<file path="config.mk">
export PLATFORM = sky130hd
export DESIGN_NAME = hpdl_write_scheduler
export DESIGN_NICKNAME = d
export VERILOG_FILES = /design/src/rtl/hpdl_pkg.sv /design/src/rtl/hpdl_dirty_picker.sv /design/src/rtl/hpdl_write_scheduler.sv
export SDC_FILE = /design/constraint.sdc
export NUM_CORES = 1
export LEC_CHECK = 0
export BUFFER_PORTS_ARGS = -buffer_cell sky130_fd_sc_hd__clkbuf_2
export CAP_MARGIN = 20
export CORE_AREA = 2 2 134 136
export CTS_BUF_LIST = sky130_fd_sc_hd__clkbuf_16
export DETAILED_ROUTE_END_ITERATION = 8
export DIE_AREA = 0 0 136 138
export PLACE_DENSITY_LB_ADDON = 0.15
export RECOVER_POWER = 50
export SYNTH_ARGS = -nofsm -noshare
export SYNTH_HDL_FRONTEND = slang
export SYNTH_SLANG_ARGS = --single-unit
export TNS_END_PERCENT = 5
</file>
<file path="constraint.sdc">
create_clock -name CLK_i -period 5.09 [get_ports CLK_i]
set_input_delay 0.7635 -clock CLK_i [delete_from_list [all_inputs] [get_ports CLK_i]]
set_output_delay 0.7635 -clock CLK_i [all_outputs]
set_load 0.02 [all_outputs]
</file>
<file path="src/rtl/hpdl_pkg.sv">
// Shared types and constants for the HPDL-1414 write scheduler.
// The optional cursor overlay is enabled with HPDL_CURSOR_BLINK_EN.
package hpdl_pkg;

    localparam int NUM_POS = 16;
    localparam logic [6:0] BLANK_CHAR  = 7'h20;
    localparam logic [6:0] CURSOR_CHAR = 7'h5F;

    typedef enum logic [1:0] {
        IDLE,
        SETUP,
        STROBE,
        HOLD
    } state_e;

    // The glass only holds the 64-character upper-case set, so lower case
    // folds onto upper case and control codes become blanks.
    function automatic logic [6:0] fold_char(input logic [6:0] c);
        if (c >= 7'h60) begin
            return c - 7'h20;
        end else if (c < 7'h20) begin
            return BLANK_CHAR;
        end else begin
            return c;
        end
    endfunction

endpackage

</file>
<file path="src/rtl/hpdl_dirty_picker.sv">
// Rotating-priority finder: first set bit of dirty_i at or after scan_ptr_i,
// wrapping modulo 16.
module hpdl_dirty_picker
    import hpdl_pkg::*;
(
    input  logic [NUM_POS-1:0] dirty_i,
    input  logic [3:0]         scan_ptr_i,
    output logic               found_o,
    output logic [3:0]         idx_o
);

    logic [3:0] cand;

    // Walk from the farthest offset down to zero so the nearest hit is the
    // last assignment and therefore wins.
    always_comb begin
        found_o = 1'b0;
        idx_o   = scan_ptr_i;
        cand    = scan_ptr_i;
        for (int i = NUM_POS - 1; i >= 0; i--) begin
            cand = scan_ptr_i + 4'(i);
            if (dirty_i[cand]) begin
                found_o = 1'b1;
                idx_o   = cand;
            end
        end
    end

endmodule

</file>
<file path="src/rtl/hpdl_write_scheduler.sv">
// Shadow-buffered write scheduler for four cascaded HPDL-1414 displays.
// Define HPDL_CURSOR_BLINK_EN to build the blinking cursor overlay.
module hpdl_write_scheduler
    import hpdl_pkg::*;
#(
    parameter int unsigned SETUP_CYC   = 2,
    parameter int unsigned PULSE_CYC   = 6,
    parameter int unsigned HOLD_CYC    = 2,
    parameter int unsigned BLINK_DIV_W = 22
) (
    input  logic       CLK_i,
    input  logic       RST_i,
    input  logic       WR_VALID_i,
    output logic       WR_READY_o,
    input  logic [3:0] WR_POS_i,
    input  logic [6:0] WR_CHAR_i,
    input  logic       CLR_i,
    input  logic       CURSOR_EN_i,
    input  logic [3:0] CURSOR_POS_i,
    output logic [6:0] HPDL_D_o,
    output logic [1:0] HPDL_A_o,
    output logic [3:0] HPDL_WR_o,
    output logic       BUSY_o
);

    localparam int unsigned MAX_CYC =
        (SETUP_CYC > PULSE_CYC) ? ((SETUP_CYC > HOLD_CYC) ? SETUP_CYC : HOLD_CYC)
                                : ((PULSE_CYC > HOLD_CYC) ? PULSE_CYC : HOLD_CYC);
    localparam int CNT_W = (MAX_CYC > 1) ? $clog2(MAX_CYC) : 1;

    typedef logic [CNT_W-1:0] cnt_t;

    state_e             state_q, state_d;
    cnt_t               cnt_q, cnt_d;
    logic [6:0]         shadow_q [NUM_POS];
    logic [NUM_POS-1:0] dirty_q, dirty_d, dirty_set, cursor_set;
    logic [3:0]         scan_ptr_q, scan_ptr_d;
    logic [1:0]         dev_q, dev_d;
    logic [6:0]         d_q, d_d;
    logic [1:0]         a_q, a_d;
    logic [3:0]         wr_q, wr_d;
    logic               accept, pick, found;
    logic [3:0]         pick_idx;
    logic [6:0]         pick_char;

    assign WR_READY_o = !CLR_i;
    assign accept     = WR_VALID_i && WR_READY_o;

    hpdl_dirty_picker u_picker (
        .dirty_i    (dirty_q),
        .scan_ptr_i (scan_ptr_q),
        .found_o    (found),
        .idx_o      (pick_idx)
    );

    // NOTE: the shadow buffer is reset like any other register because the
    // post-reset blank sequence reads it; it is small enough to be flops.
    always_ff @(posedge CLK_i or posedge RST_i) begin
        if (RST_i) begin
            for (int i = 0; i < NUM_POS; i++) shadow_q[i] <= BLANK_CHAR;
        end else if (CLR_i) begin
            for (int i = 0; i < NUM_POS; i++) shadow_q[i] <= BLANK_CHAR;
        end else if (accept) begin
            shadow_q[WR_POS_i] <= fold_char(WR_CHAR_i);
        end
    end

`ifdef HPDL_CURSOR_BLINK_EN
    logic [BLINK_DIV_W-1:0] blink_q;
    logic                   cur_en_q;
    logic [3:0]             cur_pos_q;
    logic                   blink_phase, blink_toggle, cursor_change;

    always_ff @(posedge CLK_i or posedge RST_i) begin
        if (RST_i) begin
            blink_q   <= '0;
            cur_en_q  <= 1'b0;
            cur_pos_q <= 4'd0;
        end else begin
            blink_q   <= blink_q + 1'b1;
            cur_en_q  <= CURSOR_EN_i;
            cur_pos_q <= CURSOR_POS_i;
        end
    end

    assign blink_phase   = blink_q[BLINK_DIV_W-1];
    // All low bits set means the MSB flips on this edge.
    assign blink_toggle  = &blink_q[BLINK_DIV_W-2:0];
    assign cursor_change = (cur_en_q != CURSOR_EN_i) || (cur_pos_q != CURSOR_POS_i);

    always_comb begin
        cursor_set = '0;
        if (CURSOR_EN_i && blink_toggle) cursor_set[CURSOR_POS_i] = 1'b1;
        if (cursor_change) begin
            cursor_set[cur_pos_q]    = 1'b1;
            cursor_set[CURSOR_POS_i] = 1'b1;
        end
    end

    assign pick_char = (CURSOR_EN_i && blink_phase && (pick_idx == CURSOR_POS_i))
                       ? CURSOR_CHAR : shadow_q[pick_idx];
`else
    logic unused_cursor;

    assign unused_cursor = ^{CURSOR_EN_i, CURSOR_POS_i, 32'(BLINK_DIV_W)};
    assign cursor_set    = '0;
    assign pick_char     = shadow_q[pick_idx];
`endif

    always_comb begin
        dirty_set = cursor_set;
        if (CLR_i) dirty_set = '1;
        else if (accept) dirty_set[WR_POS_i] = 1'b1;
    end

    // A set arriving in the pick cycle survives the clear, so the new data
    // gets its own write later.
    always_comb begin
        dirty_d = dirty_q;
        if (pick) dirty_d[pick_idx] = 1'b0;
        dirty_d = dirty_d | dirty_set;
    end

    // NOTE: every output of this block gets a default before the case so no
    // path leaves a variable unassigned and no latch is inferred.
    always_comb begin
        state_d    = state_q;
        cnt_d      = cnt_q;
        dev_d      = dev_q;
        d_d        = d_q;
        a_d        = a_q;
        scan_ptr_d = scan_ptr_q;
        pick       = 1'b0;
        wr_d       = 4'hF;
        case (state_q)
            IDLE: begin
                if (found) begin
                    pick       = 1'b1;
                    state_d    = SETUP;
                    cnt_d      = cnt_t'(SETUP_CYC - 1);
                    dev_d      = pick_idx[3:2];
                    d_d        = pick_char;
                    a_d        = ~pick_idx[1:0];
                    scan_ptr_d = pick_idx + 4'd1;
                end
            end
            SETUP: begin
                if (cnt_q == '0) begin
                    state_d = STROBE;
                    cnt_d   = cnt_t'(PULSE_CYC - 1);
                end else begin
                    cnt_d = cnt_q - cnt_t'(1);
                end
            end
            STROBE: begin
                wr_d[dev_q] = 1'b0;
                if (cnt_q == '0) begin
                    state_d = HOLD;
                    cnt_d   = cnt_t'(HOLD_CYC - 1);
                end else begin
                    cnt_d = cnt_q - cnt_t'(1);
                end
            end
            HOLD: begin
                if (cnt_q == '0) begin
                    state_d = IDLE;
                end else begin
                    cnt_d = cnt_q - cnt_t'(1);
                end
            end
            default: state_d = IDLE;
        endcase
    end

    // NOTE: state uses non-blocking assignments so every register samples
    // the pre-edge values regardless of statement order.
    always_ff @(posedge CLK_i or posedge RST_i) begin
        if (RST_i) begin
            state_q    <= IDLE;
            cnt_q      <= '0;
            dirty_q    <= '1;
            scan_ptr_q <= 4'd0;
            dev_q      <= 2'd0;
            d_q        <= BLANK_CHAR;
            a_q        <= 2'b11;
            wr_q       <= 4'hF;
        end else begin
            state_q    <= state_d;
            cnt_q      <= cnt_d;
            dirty_q    <= dirty_d;
            scan_ptr_q <= scan_ptr_d;
            dev_q      <= dev_d;
            d_q        <= d_d;
            a_q        <= a_d;
            wr_q       <= wr_d;
        end
    end

    assign HPDL_D_o  = d_q;
    assign HPDL_A_o  = a_q;
    assign HPDL_WR_o = wr_q;
    assign BUSY_o    = (dirty_q != '0) || (state_q != IDLE);

endmodule

</file>
Yosys cells after proc, flatten, opt, wreduce, memory -nomap -nowiden --
Index checks and enable logic that the tools add are counted.
Word-level totals: bits in registers 152, input port bits 20, output and inout port bits 15, logic and storage cells 197
Cells by class: add/sub/neg operators 18, order comparisons 27, equal/unequal tests 8, muxes and demuxes 98, bitwise logic cells 7, reduce and logical (&&, ||, !) cells 15
Operators by type and width (count):
- $mux W112 | 2
- $bwmux W112 | 1
- $lt A4 B5 Y1 const B | 18
- $mux W4 | 17
- $bmux W1 S4 | 16
- $mux W7 | 7
- $mux W16 | 3
- $mux W1 | 37
- $add A4 B4 Y4 const B | 8
- $bmux W7 S4 | 1
- $demux W7 S4 | 1
- $add A4 B3 Y4 const B | 4
- $and A16 B16 Y16 | 1
- $not A16 Y16 | 1
- $or A16 B16 Y16 | 1
- $reduce_bool A16 Y1 | 1
- $mux W3 | 4
- $pmux W3 S4 | 1
- $ge A5 B5 Y1 const B | 2
- $ne A2 B2 Y1 const B | 5
- $not A4 Y5 | 2
- $add A4 B1 Y4 const B | 2
- $add A4 B2 Y4 const B | 2
- $demux W1 S4 | 2
- 23 further kinds | 34

Logic depth before layout (Yosys ltp) --
depth in word-level cells 27, gate-level depth with buffers 22, mapped depth without buffers 13

Cells and area by module --
Synthesis repeated with hierarchy kept, for this count alone.
Unflattened totals: cells, all modules 916, area total of the unflattened synthesis 9172.5 µm²
Modules (own cells, without submodules):
- hpdl_write_scheduler | times used 1, cells each 672, area each 6979.2 µm², seq. area each 3852.4 µm²
- hpdl_dirty_picker | times used 1, cells each 244, area each 2193.4 µm², seq. area each 0.0 µm²

Least setup slack after synthesis --
Ideal clock, no wire load.
path kind register to register, start point reg scan_ptr_q[1], end point reg d_q[1] (netlist: HPDL_D_o[1]), setup time 0.116 ns, arrival 5.159 ns, setup slack -0.185 ns, cell stages (with the launch flop) 19, path buffers 6, path through dfrtp_1 buf_2 buf_2 clkbuf_1 inv_1 ha_1 buf_6 buf_8 mux2_1 mux4_2 mux2_4 or4b_1 or4b_4 a21o_1 buf_2 mux2i_1 mux2_2 a2111o_1 o311ai_0
Between the ends: word-level cells in the longest chain between the ends 23, elaborated cells on any way between the ends 84, those cells by class 15 x add/sub; 67 x mux; 1 x bitwise; 1 x reduce/logical
Ends and longest elaborated chain:
- start: declaration | RTL line hpdl_write_scheduler.sv:37 | logic [3:0] scan_ptr_q, scan_ptr_d;
- start signal: assignment | RTL line hpdl_write_scheduler.sv:191 | scan_ptr_q <= scan_ptr_d;
- $add A4 B4 Y4 | RTL line hpdl_dirty_picker.sv:21 | cand = scan_ptr_i + 4'(i);
- $bmux W1 S4 | RTL line hpdl_dirty_picker.sv:22 | if (dirty_i[cand]) begin
- $mux W1 (implied by the code) | RTL line hpdl_dirty_picker.sv:22
- $mux W4 (16 in series) | RTL line hpdl_dirty_picker.sv:22
- $not A4 Y5 (implied by the code) | RTL line hpdl_write_scheduler.sv:107 | assign pick_char = shadow_q[pick_idx];
- $bmux W7 S4 | RTL line hpdl_write_scheduler.sv:107
- $mux W7 (implied by the code) (2 in series) | RTL line hpdl_write_scheduler.sv:107
- end signal: assignment | RTL line hpdl_write_scheduler.sv:184 | d_q <= BLANK_CHAR;
- end signal: assignment | RTL line hpdl_write_scheduler.sv:193 | d_q <= d_d;
- end: declaration | RTL line hpdl_write_scheduler.sv:39 | logic [6:0] d_q, d_d;
Parallel ways exist; a longest one is shown, timed or not. The select of a mux whose other input is x is not followed. A chain may end at the register's enable or synchronous reset.

Final worst setup path --
start point reg scan_ptr_q[1], end point reg d_q[0] (netlist: HPDL_D_o[0])
Same word-level chain as after synthesis.

==> flow_summary_export.csv <==
group,metric,value,unit
grt,gr-total-overflow,0,
layout,final_util,62.2,%
clock_network,post_cts_buffers,0,
detailed_routing,vias,8539,
detailed_routing,via_per_inst,6.43,
synth,ys_types,77,
hold_path,min_path_type,"in -> async",
timing,fmax,0.203,GHz
pwr,p_leak,4.67,nW
timing,fin_skew,0.0131,ns
critical_path,cp-end-kind,"flip-flop",
detailed_routing,drtPass1Iterations,5,
clock_network,cts_tree,"built",
timing,finalCritPeriodShare,96.7,%
detailed_routing,wirelength,28500,um
synth,async_flop_share,100,%
die,rows,49,
clock_network,cts.reportedPaths.clkPinSlew,0.07,ns
timing,grt_setup_unrepaired,"no",
pwr,power_density,252,nW/um2
synth,synth_top_area_cell,"dfrtp_1",
timing,tightest_slew,2.40,ns
grt,grt_pass1_vias,8247,
synth,synth_commonest_cells,"nand2_1 (187), o21ai_0 (125), dfrtp_1 (113)",
grt,antenna_found_initial,0,
synth,yosys_warnings,0,
synth,syn_area,9770,um2
critical_path,crit_type,"reg -> reg",
clock_network,worstSkewPairLatency,0.44,ns
placement,portBuffers,29,
detailed_routing,drcViolationCount,0,
die,fp.dieArea,18800,um2
synth,synth_edf_count,0,
die,fp.dieW,136,um
detailed_routing,first_iter_violations,634,
synth,synth_seq_cells,152,
synth,syn_avg_cell_area,9.26,um2
die,io_pins,35,
timing,min_period,4.92,ns
die,core,17500,um2
layout,multi_input_area,5520,um2
critical_path,cp.arrival,5.21,ns
layout,fillers,1514,
grt,grt_pass1_wl,45100,um
placement,dp_hpwl,20300,um
timing,max_slew_margin,-60.0,%
layout,area_growth,11.5,%
clock_network,h-tree-depth,4,
clock_network,cts.sinks,152,
clock_network,cts-buffers-inserted,17,
synth,synth_most_common_cell,"nand2_1",
layout,layout-drive-gt1-share,18.8,%
run_status,violations,"capacitance limit, slew limit",
synth,ys_seq_area_share,39.4,%
pwr,vdd_drop_max,0.241,mV
clock_network,clock-root-buffer,"clkbuf_16",
synth,synth_ff_type,"dfrtp_1",
grt,grt_max_degree,117,
timing,hold_viol,0,
layout,n_antenna_cell,0,
synth,synth_fp_nets,1092,
layout,nets,1123,
run_status,status,"finished with violations",
detailed_routing,ant_nets,0,
detailed_routing,wl_per_cell,21.4,um
timing,finalSetupTns,0,ns
pwr,power,0.00275,W
timing,setup_viol,0,
clock_network,clockBufferDepth,2,
synth,synth_cells,1056,
layout,regArea,3850,um2
synth,synth.area.top_cells,"dfrtp_1 (29%), dfstp_2 (10%), nand2_1 (7.2%)",
grt,grt_util_all_layers,31.1,%
placement,gpl.final_weighted_congestion,0.930,
run,timing.max_cap.violations,1,
critical_path,crit_fanout,14,
timing,drv_slew,97,
die,die_h,138,um
critical_path,cp-start-kind,"flip-flop",
synth,synth_top_area_share,28.9,%
critical_path,cp.required,5.38,ns
die,start_util,55.7,%
==> routing by layer <==
metal  global-route usage, %  up-vias  part of all wire, %  wire length [um]
li1                        -     3933                    -                 -
met1                    41.8     4208                   42             12100
met2                    49.0      334                   48             13600
met3                    6.12       64                  6.5              1840
met4                    13.3        0                  3.3               941
met5                       0        -                    0                 0
==> logic make-up (layout without fill, tap and decap cells) <==
| group | Yosys count | after routing | share of synthesized area [%] |
|---|---|---|---|
| AND/OR/NAND/NOR | 338 | 338 | 15.3 |
| multiplexers | 126 | 126 | 16.5 |
| buffers and inverters | 99 | 143 | 4.36 |
| adder cells (fa/ha/maj) | 16 | 16 | 2.05 |
| flip-flops | 152 | 152 | 39.4 |
| XOR/XNOR | 15 | 15 | 1.42 |
| AO/OA/AOI/OAI | 310 | 310 | 21.0 |
==> final timing paths <==
check | from | to | slack (ns) | depth (start not counted)
hold reg to reg | shadow_q[82] | shadow_q[82] | 0.46 | 2
min in group CLK_i | shadow_q[82] | shadow_q[82] | 0.46 | 2
setup reg to reg | scan_ptr_q[1] | HPDL_D_o[0] | 0.17 | 14
setup / recovery | scan_ptr_q[1] | HPDL_D_o[0] | 0.17 | 14
max in group asynchronous | RST_i | shadow_q[90] | 1.37 | 4
hold / removal | RST_i | state_q[0] | 0.43 | 2
==> placed cells by master, fill, tap and decap left out, drive strengths merged, types with 8 or more instances in the layout <==
cell type,instances
a2111oi,8
a211oi,18
a21boi,11
a21oi,28
a22o,15
a22oi,12
a31oi,11
and2,17
buf,36
clkbuf,48
dfrtp,113
dfstp,39
ha,16
inv,52
mux2,40
mux2i,64
mux4,22
nand2,187
nand3,17
nor2,56
nor2b,10
nor3,13
o2111ai,9
o21ai,128
o22ai,11
xnor2,12
==> where the power goes <==
| part | leakage (nW) | internal [W] | switching (W) | total, W |
|---|---|---|---|---|
| Sequential | 1.95 | 0.00122 | 0.00000618 | 0.00123 |
| Clock | 0.320 | 0.000842 | 0.000555 | 0.00140 |
| Combinational | 2.40 | 0.0000224 | 0.000104 | 0.000126 |
| Total | 4.67 | 0.00209 | 0.000665 | 0.00275 |
==> through the flow <==
step	setup WS, ns	cells	hold WS, ns	cell area [um2]
finish	0.167	1329	0.432	10900
CTS	0.110	1328	0.462	10900
global placement	0.180	1296	0.450	10200
global route	0.0282	1329	0.486	10900
floorplan	0.0466	1056	0.438	9780
detailed placement	0.141	1296	0.452	10200
==> critical path, cell delays in order, from the launching register on <==
cell and delay [ns]:
dfrtp_1 0.38, inv_1 0.14, ha_1 0.25, buf_4 0.20, mux2_1 0.32, mux4_2 0.61, mux2_4 0.33, or4b_1 0.53
or4b_4 0.57, a21o_2 0.37, buf_4 0.28, mux2i_1 0.19, nand2_1 0.09, a21boi_0 0.36, o21bai_1 0.16
==> area by class of cell <==
type,instances,area share (%)
Tap cell,229,2.63
Multi-Input combinational cell,805,50.6
Clock inverter,15,2.08
Clock buffer,17,3.90
Timing Repair Buffer,67,3.90
Inverter,44,1.53
Sequential cell,152,35.4
==> registers in the layout, summed over array words and instances, names as in the netlist <==
name and cells:
state_q 2, dev_q 2, cnt_q 3, HPDL_WR_o 4, scan_ptr_q 4, shadow_q 112, dirty_q 16, HPDL_D_o 7
HPDL_A_o 2
==> what timing repair did <==
action / 4_1_cts / 5_1_grt
hold buffers: 0 / 0
gates resized for setup: 0 / 5
endpoints found under the setup margin: 0 / 9
Note: power is estimated with default switching activity, not from simulation.
